`config.mk`:
```
export PLATFORM = sky130hd
export DESIGN_NAME = tmr_seq
export DESIGN_NICKNAME = d
export VERILOG_FILES = /design/src/rtl/tmr_seq.sv
export SDC_FILE = /design/constraint.sdc
export NUM_CORES = 1
export LEC_CHECK = 0
export CAP_MARGIN = 20
export CORE_MARGIN = 10
export CORE_UTILIZATION = 47
export DETAILED_ROUTE_END_ITERATION = 6
export HOLD_SLACK_MARGIN = 0.08
export PLACE_DENSITY = 0.75
export SYNTH_ARGS = -nofsm -noshare
export SYNTH_HDL_FRONTEND = slang
export SYNTH_SLANG_ARGS = --single-unit
```
`constraint.sdc`:
```
create_clock -name clk -period 2.55 [get_ports clk]
set_input_delay 0.51 -clock clk [delete_from_list [all_inputs] [get_ports clk]]
set_output_delay 0.51 -clock clk [all_outputs]
set_load 0.02 [all_outputs]
```
`src/rtl/tmr_seq.sv`:
```
// tmr_seq: steps one tmr instance through a table of compare values without CPU help.
// Latency: start written at edge N -> TMR_RE write in N+1; tmr_irq seen at edge M -> TMR_IR clear in M+1, reload in M+2.
// Backpressure: none; the timer bus takes one write per cycle. Define TMR_SEQ_CNT_EN for the loop counter at 0x18.
module tmr_seq #(
  parameter int         tmr_w   = 8,
  parameter int         DEPTH   = 8,
  parameter logic [4:0] CR_ADDR = 5'h00,
  parameter logic [4:0] RE_ADDR = 5'h04,
  parameter logic [4:0] IR_ADDR = 5'h08
) (
  input  logic        clk,
  input  logic        rstn,
  input  logic [4:0]  addr,
  input  logic        we,
  input  logic [31:0] wd,
  output logic [31:0] rd,
  output logic        irq,
  output logic [4:0]  m_addr,
  output logic        m_we,
  output logic [31:0] m_wd,
  input  logic        tmr_irq
);

  localparam int IW = $clog2(DEPTH);
  localparam int LW = IW + 1;

  localparam logic [4:0] A_CR    = 5'h00;
  localparam logic [4:0] A_TCR   = 5'h04;
  localparam logic [4:0] A_LEN   = 5'h08;
  localparam logic [4:0] A_ST    = 5'h0C;
  localparam logic [4:0] A_TPTR  = 5'h10;
  localparam logic [4:0] A_TDATA = 5'h14;
  localparam logic [4:0] A_CNT   = 5'h18;

  typedef enum logic [2:0] {
    IDLE    = 3'd0,
    INIT_RE = 3'd1,
    INIT_CR = 3'd2,
    WAIT    = 3'd3,
    CLR_IR  = 3'd4,
    LOAD_RE = 3'd5,
    STOP    = 3'd6
  } state_t;

  state_t            r_state;
  state_t            w_state_nxt;
  logic              r_loop;
  logic              r_ie;
  logic              r_done;
  logic [2:0]        r_tcr;
  logic [LW-1:0]     r_len;
  logic [IW-1:0]     r_idx;
  logic [IW-1:0]     w_idx_nxt;
  logic [IW-1:0]     r_tptr;
  logic [tmr_w-1:0]  r_tab [DEPTH];

  logic              w_cr_wr;
  logic              w_start;
  logic              w_abort;
  logic              w_busy;
  logic              w_set_done;
  logic              w_wrap;
  logic              w_more;
  logic [LW-1:0]     w_len_eff;
  logic              w_unused_wd;

  // Only a handful of write-data bits land in registers; the rest are don't-care.
  assign w_unused_wd = ^wd;

  assign w_cr_wr = we && (addr == A_CR);
  // Abort written together with start suppresses the start.
  assign w_start = w_cr_wr && wd[0] && !wd[3];
  assign w_abort = w_cr_wr && wd[3];
  assign w_busy  = (r_state != IDLE);
  assign irq     = r_done & r_ie;

  // Clamp the programmed length into 1..DEPTH.
  always_comb begin
    w_len_eff = r_len;
    if (r_len == '0) begin
      w_len_eff = LW'(1);
    end else if (r_len > LW'(DEPTH)) begin
      w_len_eff = LW'(DEPTH);
    end
  end

  // True while the current step is not the last active table entry.
  assign w_more = (({1'b0, r_idx} + LW'(1)) < w_len_eff);

  // Sequencer state register.
  always_ff @(posedge clk or negedge rstn) begin
    if (!rstn) begin
      r_state <= IDLE;
    end else begin
      r_state <= w_state_nxt;
    end
  end

  // Next state, step index and timer-bus access for the current state.
  always_comb begin
    w_state_nxt = r_state;
    w_idx_nxt   = r_idx;
    w_set_done  = 1'b0;
    w_wrap      = 1'b0;
    m_we        = 1'b0;
    m_addr      = '0;
    m_wd        = '0;
    case (r_state)
      IDLE: begin
        if (w_start) begin
          w_idx_nxt   = '0;
          w_state_nxt = INIT_RE;
        end
      end
      INIT_RE: begin
        m_we        = 1'b1;
        m_addr      = RE_ADDR;
        m_wd        = 32'(r_tab[0]);
        w_state_nxt = INIT_CR;
      end
      INIT_CR: begin
        m_we        = 1'b1;
        m_addr      = CR_ADDR;
        m_wd        = 32'(r_tcr);
        w_state_nxt = WAIT;
      end
      WAIT: begin
        if (tmr_irq) begin
          w_state_nxt = CLR_IR;
        end
      end
      CLR_IR: begin
        m_we   = 1'b1;
        m_addr = IR_ADDR;
        m_wd   = '0;
        if (w_more) begin
          w_idx_nxt   = r_idx + IW'(1);
          w_state_nxt = LOAD_RE;
        end else if (r_loop) begin
          w_idx_nxt   = '0;
          w_wrap      = 1'b1;
          w_state_nxt = LOAD_RE;
        end else begin
          w_set_done  = 1'b1;
          w_state_nxt = STOP;
        end
      end
      LOAD_RE: begin
        m_we        = 1'b1;
        m_addr      = RE_ADDR;
        m_wd        = 32'(r_tab[r_idx]);
        w_state_nxt = WAIT;
      end
      STOP: begin
        m_we        = 1'b1;
        m_addr      = CR_ADDR;
        m_wd        = '0;
        w_state_nxt = IDLE;
      end
      default: begin
        w_state_nxt = IDLE;
      end
    endcase
    // Abort overrides any progress made this cycle; STOP still stops the timer.
    if (w_abort && (r_state != IDLE) && (r_state != STOP)) begin
      w_state_nxt = STOP;
      w_idx_nxt   = r_idx;
      w_set_done  = 1'b0;
      w_wrap      = 1'b0;
    end
  end

  // Step index follows the FSM's choice.
  always_ff @(posedge clk or negedge rstn) begin
    if (!rstn) begin
      r_idx <= '0;
    end else begin
      r_idx <= w_idx_nxt;
    end
  end

  // Software-visible control registers.
  always_ff @(posedge clk or negedge rstn) begin
    if (!rstn) begin
      r_loop <= 1'b0;
      r_ie   <= 1'b0;
      r_tcr  <= '0;
      r_len  <= '0;
    end else if (we) begin
      case (addr)
        A_CR: begin
          r_loop <= wd[1];
          r_ie   <= wd[2];
        end
        A_TCR:   r_tcr <= wd[2:0];
        A_LEN:   r_len <= wd[LW-1:0];
        default: ;
      endcase
    end
  end

  // Done flag: a same-cycle set beats a software clear.
  always_ff @(posedge clk or negedge rstn) begin
    if (!rstn) begin
      r_done <= 1'b0;
    end else if (w_set_done) begin
      r_done <= 1'b1;
    end else if (we && (addr == A_ST) && wd[1]) begin
      r_done <= 1'b0;
    end
  end

  // Step table and its auto-incrementing write pointer.
  always_ff @(posedge clk or negedge rstn) begin
    if (!rstn) begin
      r_tptr <= '0;
      for (int i = 0; i < DEPTH; i++) begin
        r_tab[i] <= '0;
      end
    end else if (we && (addr == A_TPTR)) begin
      r_tptr <= wd[IW-1:0];
    end else if (we && (addr == A_TDATA)) begin
      r_tab[r_tptr] <= wd[tmr_w-1:0];
      r_tptr        <= r_tptr + IW'(1);
    end
  end

`ifdef TMR_SEQ_CNT_EN
  logic [15:0] r_cnt;

  // Counts completed passes through the table in loop mode.
  always_ff @(posedge clk or negedge rstn) begin
    if (!rstn) begin
      r_cnt <= '0;
    end else if (w_start && (r_state == IDLE)) begin
      r_cnt <= '0;
    end else if (w_wrap && (r_cnt != 16'hFFFF)) begin
      r_cnt <= r_cnt + 16'd1;
    end
  end
`endif

  // Slave read mux; unmapped addresses read zero.
  always_comb begin
    rd = '0;
    case (addr)
      A_CR:    rd = {29'd0, r_ie, r_loop, 1'b0};
      A_TCR:   rd = 32'(r_tcr);
      A_LEN:   rd = 32'(r_len);
      A_ST:    rd = {16'd0, 8'(r_idx), 6'd0, r_done, w_busy};
      A_TPTR:  rd = 32'(r_tptr);
      A_TDATA: rd = 32'(r_tab[r_tptr]);
`ifdef TMR_SEQ_CNT_EN
      A_CNT:   rd = 32'(r_cnt);
`else
      A_CNT:   rd = '0;
`endif
      default: rd = '0;
    endcase
  end

endmodule

```
==> results of run 1 <==
-- worst max path at each step --
stage	cells past startpoint	end	slack, ns
global placement	6	rd[5]	-0.48
finish	5	m_wd[6]	-0.03
detailed placement	6	rd[5]	-0.49
floorplan	9	r_idx[0]	0.04
global route	7	m_wd[0]	-0.13
CTS	7	m_wd[0]	-0.04
-- metrics by stage --
stage / power, W / utilization (%) / hold WS (ns) / instances / setup TNS [ns]
floorplan: 0.00305 / - / 0.214 / 474 / 0
global placement: 0.00372 / 55.4 / 0.479 / 641 / -8.50
detailed placement: 0.00379 / 55.4 / 0.492 / 641 / -8.96
CTS: 0.00476 / 57.2 / 0.164 / 659 / -0.0916
global route: 0.00511 / 57.9 / 0.191 / 666 / -0.650
finish: 0.00482 / 57.9 / 0.162 / 666 / -0.0655
-- power by group through the flow --
stage	sequential (W)	clock, W	combinational [W]
floorplan	0.00163	0	0.00142
global placement	0.00171	0	0.00201
detailed placement	0.00172	0	0.00206
CTS	0.00170	0.00100	0.00206
global route	0.00173	0.00106	0.00232
finish	0.00170	0.000978	0.00215
-- cells in the final DEF, fill, tap and decap left out, types with 4 or more instances in the layout --
cell / synthesis / routed
sky130_fd_sc_hd__o21ai_1: 0 / 5
sky130_fd_sc_hd__mux2_4: 16 / 16
sky130_fd_sc_hd__clkdlybuf4s15_2: 0 / 5
sky130_fd_sc_hd__nor3_1: 5 / 5
sky130_fd_sc_hd__inv_1: 9 / 9
sky130_fd_sc_hd__clkbuf_8: 0 / 11
sky130_fd_sc_hd__mux2i_1: 16 / 16
sky130_fd_sc_hd__nor2_1: 16 / 16
sky130_fd_sc_hd__nand2_1: 30 / 28
sky130_fd_sc_hd__o21ai_0: 20 / 15
sky130_fd_sc_hd__clkdlybuf4s50_1: 0 / 13
sky130_fd_sc_hd__a21oi_1: 9 / 9
sky130_fd_sc_hd__buf_4: 49 / 65
sky130_fd_sc_hd__dfrtp_1: 83 / 80
sky130_fd_sc_hd__a211oi_1: 5 / 4
sky130_fd_sc_hd__and2_1: 4 / 4
sky130_fd_sc_hd__buf_2: 6 / 7
sky130_fd_sc_hd__ha_1: 5 / 5
sky130_fd_sc_hd__dlymetal6s2s_1: 0 / 4
sky130_fd_sc_hd__mux4_2: 32 / 32
sky130_fd_sc_hd__mux2_2: 53 / 53
sky130_fd_sc_hd__conb_1: 1 / 48
sky130_fd_sc_hd__buf_12: 0 / 6
-- final cells by class --
class	instances	area [um^2]
flip-flops and latches	83	2080
well taps	140	175
clock buffers	13	159
inverters	9	33.8
multi-input cells	311	2860
clock inverters	3	46.3
repair buffers	107	943
fillers	903	4590
-- cells by family (layout without fill, tap and decap cells) --
kind of cell             count (synthesis)  after routing  share of synthesized area [%]
AO/OA/AOI/OAI                           56             56                           6.98
buffers and inverters                   80            132                           9.79
XOR/XNOR                                 1              1                          0.167
other                                    1             48                         0.0714
multiplexers                           117            117                           32.7
AND/OR/NAND/NOR                         84             84                           9.51
flip-flops                              83             83                           39.6
adder cells (fa/ha/maj)                  5              5                           1.19
-- state kept, by name, indices dropped and copies added, names as in the netlist --
name     count
r_tab       64
r_len        4
r_idx        3
r_state      3
r_tcr        3
r_tptr       3
r_done       1
r_ie         1
r_loop       1
-- per-layer routing --
layer	routed length [um]	up-vias	part of all wire, %
li1	-	1672	-
met3	1190	7	9.2
met1	5380	1873	42
met5	0	-	0
met4	105	0	0.81
met2	6250	151	48
-- what timing repair did --
item,4_1_cts,5_1_grt
resized for setup,83,15
buffers inserted,2,7
hold endpoints to repair,0,0
setup endpoints to repair,20,23
pin swaps,4,2
==> reports/results.md, run 1 <==
| Item | Reported |
|:---|:---|
| Highest achievable clock rate | 387 MHz |
| Violations in the final reports | setup timing |
| Destination of the worst register-to-register timing path | r_state[0] |
| Top fanout value on the critical path | 10 |
| Number of global-route vias before repair | 3935 |
| Number of max-cap violations | 0 |
| Library cell occupying the most area in the post-synthesis netlist | sky130_fd_sc_hd__dfrtp_1 |
| Largest net degree at the start of global routing | 49 |
| Least-Margin Pin Slew | 0.601 ns |
| Top cell type's share of synthesized area | 39.6% |
| Post-Place Worst Slack | -0.492 ns |
| Die area | 15800 um^2 |
| Worst reg2reg setup slack | 0.08 ns |
| Initial Utilization | 48.2% |
| Vias per inst | 5.56 |
| Slowest stage cell, crit path | sky130_fd_sc_hd__dfrtp_2 |
| Endpoint required time on the critical path | 2.04 ns |
| Diodes inserted | 0 |
| Type of the most critical hold path | input port to asynchronous set/reset pin |
| Clk Tree Root Cell | sky130_fd_sc_hd__clkbuf_8 |
| Number of nets in the final layout | 567 |
| Placed standard-cell area | 6030 um^2 |
| Vias after detailed routing | 3703 |
| Final Hold Vio Count | 0 |
| Maximum clock insertion buffer count | 2 |
| Initial antenna violation count | 0 |
| TritonCTS clock tree | yes |
| Time the final worst path needs with I/O delays and setup | 2.58 ns |
| Global-route usage over all layers | 16.3% |
| Worst clock skew | 0.0112 ns |
| Worst path cell trace | buf_12 > mux4_2 > mux2i_1 > a211oi_1 > clkdlybuf4s15_2 |
| Crit Path Category | flip-flop to primary output |
| Port bufs | 39 |
| Drt first pass iters | 4 |
| Weighted congestion reported at the end of routability-driven placement | 0.848 |
| Outcome | finished with violations |
| Setup repair after global routing missed its margin | true |
| Final design area excluding fillers | 6300 um^2 |
| Logic depth of the worst register-to-register path | 9 |
| Part of the power in registers | 35.2% |
| Share of synthesized registers carrying an async set or reset | 100% |
| Critical path startpoint category | flip-flop |
| Sequential cell area fraction in the yosys report | 39.6% |
| Clock-pin transition on the worst setup and hold timing paths | 0.09 ns |
| Type of element capturing the critical path | primary output |
| Net switching component of the power | 0.00174 W |
| Power share of the clock group | 20.3% |
| Leading cell types by count after synthesis | 83 x sky130_fd_sc_hd__dfrtp_1, 53 x sky130_fd_sc_hd__mux2_2, 49 x sky130_fd_sc_hd__buf_4 |
| Distinct cell type count after synthesis | 57 |
| Most frequent cell after synthesis | sky130_fd_sc_hd__dfrtp_1 |
| DRC violation count after routing | 0 |
| Clock Sinks | 83 |
| Grt met2 use | 26.1% |
| Placement Rows | 38 |
| Area delta synth->final | 20.0% |
| Worst path bufs/invs | 2 |
| Post-synthesis cell area | 5250 um^2 |
| Min setup slack post-route | -0.0334 ns |
| Total half-perimeter wirelength after legalization and detailed placement | 9620 um |
| Worst setup path startpoint | r_idx[0] |
| Post-synthesis instance total | 427 |
| Peak-usage layer in the global routing report | met2 |
| Data arrival time of the worst path | 2.07 ns |
| DRC violation total after the first TritonRoute iteration | 251 |
| Ratio of cells with drive above 1 in the final layout | 42.8% |
| Met1 GRT Util | 20.5% |
| Maximum resistive drop on vdd | 0.000558 V |
| Number of buffers inserted by hold repair at cts | 0 |
| Slew HR | 59.9% |
| Final setup fails | 5 |
| Area inside the core boundary | 10900 um^2 |
| CP delay by family, top | buffers and inverters |
| Global-route wire length before repair | 20800 um |
| Overall die width | 126 um |
| Met3 usage | 5.29% |
| Main flop type after synthesis | sky130_fd_sc_hd__dfrtp_1 |
| Die Ht | 126 um |
| Proportion of total power due to net switching | 36.1% |
| CP max stage delay | 0.46 ns |
| Post-synth EDFFs | 0 |
| Count of state elements after synthesis | 83 |
| Number of H-tree levels | 3 |
| Number of buffers inserted during clock tree synthesis | 9 |
| Internal power contribution | 0.00308 W |
| Portion of the clock cycle consumed by the worst path in the final layout | 101% |
| Number of top-level pins | 112 |
| Grt ovf | 0 |
| Total of warnings raised by yosys | 0 |
| Worst-Skew Late Latency | 0.36 ns |
| Max-slew violations | 0 |
| Static Leakage | 2.94 nW |
| Final routed wirelength across all metal layers | 12900 um |
| Ranking of synthesized cells by area | sky130_fd_sc_hd__dfrtp_1 40%, sky130_fd_sc_hd__mux4_2 14%, sky130_fd_sc_hd__mux2_2 11%, sky130_fd_sc_hd__buf_4 7.0%, sky130_fd_sc_hd__mux2_4 4.6% |
| Avg Cell Area, Syn | 12.3 um^2 |
| Combinational cell fraction of total power | 44.6% |
| Power Density | 766 nW/um^2 |
| Detail Route Antenna Nets | 0 |
| Detail-routed net length per standard cell | 19.4 um |
| R2R Path Start | r_idx[0] |
Note: power is estimated with default switching activity, not from simulation.
==> run 2, diff against run 1 <==
--- a/config.mk
+++ b/config.mk
@@ -6,7 +6,6 @@
 export NUM_CORES = 1
 export LEC_CHECK = 0
 export CAP_MARGIN = 20
-export CORE_MARGIN = 10
 export CORE_UTILIZATION = 47
 export DETAILED_ROUTE_END_ITERATION = 6
 export HOLD_SLACK_MARGIN = 0.08
==> run 2 against run 1 <==
Net effect: the run still ends with setup timing left; sequential share of layout area grew 0.22 points; sequential power is essentially flat; clock-buffer cell count shrank 2; critical endpoint is now m_wd[2].
==> reports/results.md, run 2 (synthesis gave the netlist of run 1 again) <==
| Item | Reported | vs previous |
|:---|:---|:---|
| Outcome | finished with violations |  |
| Violations in the final reports | setup timing |  |
| Endpoint required time on the critical path | 2.04 ns | about the same |
| Type of element capturing the critical path | primary output |  |
| Ratio of cells with drive above 1 in the final layout | 43.4% | +0.58 points |
| Multi-input gate area in the final layout | 2960 um^2 | +3.2% |
| Register with the highest flop count | r_tab |  |
| Total half-perimeter wirelength after legalization and detailed placement | 8680 um | -9.8% |
| Final core utilization | 57.7% | -0.14 points |
| Number of max-cap violations | 0 | unchanged |
| Die area | 11600 um^2 | -27% |
| Crit Path Category | flip-flop to primary output |  |
| Highest achievable clock rate | 387 MHz | about the same |
| Initial Utilization | 48.4% | +0.21 points |
| Critical path startpoint category | flip-flop |  |
| Number of nets in the final layout | 554 | -2.3% |
| Slew HR | 60.2% | +0.25 points |
| DRC violation count after routing | 0 | unchanged |
| Top fanout value on the critical path | 5 | -5 |
| Area inside the core boundary | 10800 um^2 | -0.44% |
| Worst clock skew | 0.00784 ns | -0.00337 ns |
| Vias per inst | 5.77 | +3.8% |
| Most common library cell in the layout ignoring fill and taps | sky130_fd_sc_hd__dfrtp_1 |  |
| Drt first pass iters | 4 | unchanged |
| Clk Tree Root Cell | sky130_fd_sc_hd__clkbuf_8 |  |
| Static Leakage | 2.90 nW | -1.3% |
| Setup_tns | -0.0659 ns | -0.000308 ns |
| Least-Margin Pin Slew | 0.597 ns | -0.00369 ns |
| Instance count after placement with tap cells included | 631 | -1.6% |
| DRC violation total after the first TritonRoute iteration | 199 | -21% |
| Global-route usage over all layers | 23.4% | +7.0 points |
| Placement Rows | 38 | unchanged |
| Final setup fails | 3 | -2 |
| Largest net degree at the start of global routing | 46 | -6.1% |
| Setup repair after global routing missed its margin | true |  |
| Global-route wire length before repair | 20200 um | -2.9% |
| Number of global-route vias before repair | 3768 | -4.2% |
| Overall die width | 108 um | -14% |
| Flip-flop count of the largest register, all copies and words added | 64 | unchanged |
| Power Density | 816 nW/um^2 | +6.6% |
| Weighted congestion reported at the end of routability-driven placement | 0.867 | +2.2% |
| Port bufs | 39 | unchanged |
| Final routed wirelength across all metal layers | 12700 um | -1.8% |
| Number of fill cells | 867 | -4.0% |
| Portion of the clock cycle consumed by the worst path in the final layout | 101% | about the same |
| Number of top-level pins | 112 | unchanged |
| Diodes inserted | 0 | unchanged |
| Initial antenna violation count | 0 | unchanged |
| Area delta synth->final | 19.2% |  |
| Maximum resistive drop on vdd | 0.000447 V | -20% |
| Final Hold Vio Count | 0 | unchanged |
| Data arrival time of the worst path | 2.07 ns | about the same |
| TritonCTS clock tree | yes |  |
| Max-slew violations | 0 | unchanged |
| Grt ovf | 0 | unchanged |
| Final non-filler cell total | 652 | -2.1% |
| Die Ht | 108 um | -14% |
| Worst-Skew Late Latency | 0.36 ns | about the same |
| Clock Sinks | 83 | unchanged |
| Detail-routed net length per standard cell | 19.5 um | +0.33% |
| Min setup slack post-route | -0.0323 ns | +0.00107 ns |
| Vias after detailed routing | 3762 | +1.6% |
| Type of the most critical hold path | input port to asynchronous set/reset pin |  |
| Detail Route Antenna Nets | 0 | unchanged |
| Maximum clock insertion buffer count | 2 | unchanged |
| Register area | 2080 um^2 | unchanged |
| Number of H-tree levels | 3 | unchanged |
| Post-Place Worst Slack | -0.588 ns | -0.0967 ns |
| Clock-pin transition on the worst setup and hold timing paths | 0.08 ns | about the same |
| Time the final worst path needs with I/O delays and setup | 2.58 ns | -0.00107 ns |
| Number of buffers inserted during clock tree synthesis | 9 | unchanged |
| Registers with the most flip-flops | r_tab x64, r_len x4 |  |
| Most used cells in the layout excluding fill and tap cells | 80 x sky130_fd_sc_hd__dfrtp_1, 52 x sky130_fd_sc_hd__mux2_2, 51 x sky130_fd_sc_hd__buf_4, 48 x sky130_fd_sc_hd__conb_1, 32 x sky130_fd_sc_hd__mux4_2 |  |
run 2: layout make-up:
cell class | instances | area share [%]
clock inverters | 4 | 0.820
clock buffers | 11 | 2.26
well taps | 140 | 2.80
multi-input cells | 311 | 47.2
flip-flops and latches | 83 | 33.2
repair buffers | 94 | 13.1
inverters | 9 | 0.540
run 2: through the flow:
stage | hold WS (ns) | power [W] | area [um^2]
floorplan | 0.214 | 0.00305 | 5430
global placement | 0.481 | 0.00365 | 5900
detailed placement | 0.496 | 0.00372 | 5900
CTS | 0.167 | 0.00494 | 6210
global route | 0.204 | 0.00539 | 6260
finish | 0.151 | 0.00511 | 6260
run 2: worst paths after layout:
| check | start | end | slack, ns | depth (start not counted) |
|---|---|---|---|---|
| min in group clk | r_done | r_done | 0.51 | 1 |
| max | r_idx[0] | m_wd[2] | -0.03 | 8 |
| min | rstn | r_tab[54] | 0.15 | 1 |
| max in group asynchronous | rstn | r_tptr[0] | 1.77 | 2 |
| max reg2reg | r_idx[0] | r_state[0] | 0.04 | 11 |
| min reg2reg | r_done | r_done | 0.51 | 1 |
run 2: repair_timing:
| item | in CTS | in global routing |
|---|---|---|
| gates cloned | 1 | 0 |
| endpoints found under the hold margin | 0 | 0 |
| hold buffers | 0 | 0 |
| pin swaps | 0 | 9 |
| resized for setup | 90 | 32 |
| setup buffers | 4 | 3 |
| endpoints found under the setup margin | 20 | 20 |
run 2: per-layer routing:
| layer | vias up | routed length, um | track usage, % | share of wire, % |
|---|---|---|---|---|
| met4 | 0 | 358 | 9.98 | 2.8 |
| li1 | 1647 | - | - | - |
| met1 | 1903 | 5170 | 30.7 | 41 |
| met2 | 184 | 6170 | 38.7 | 49 |
| met5 | - | 0 | 0 | 0 |
| met3 | 28 | 995 | 3.27 | 7.8 |
run 2: where the power goes:
part           internal [W]  switching (W)  total, W
logic               0.00125        0.00121   0.00247
clock network      0.000474       0.000472  0.000946
registers           0.00151       0.000189   0.00169
total               0.00323        0.00188   0.00511
run 2: critical path, stage by stage, from the launching register on:
cell                      delay [ns]
sky130_fd_sc_hd__dfrtp_2        0.44
sky130_fd_sc_hd__buf_8          0.14
sky130_fd_sc_hd__buf_12         0.10
sky130_fd_sc_hd__mux4_2         0.48
sky130_fd_sc_hd__mux2i_1        0.15
sky130_fd_sc_hd__nand2_1        0.06
sky130_fd_sc_hd__o21ai_1        0.09
sky130_fd_sc_hd__o21ai_1        0.08
sky130_fd_sc_hd__buf_4          0.16
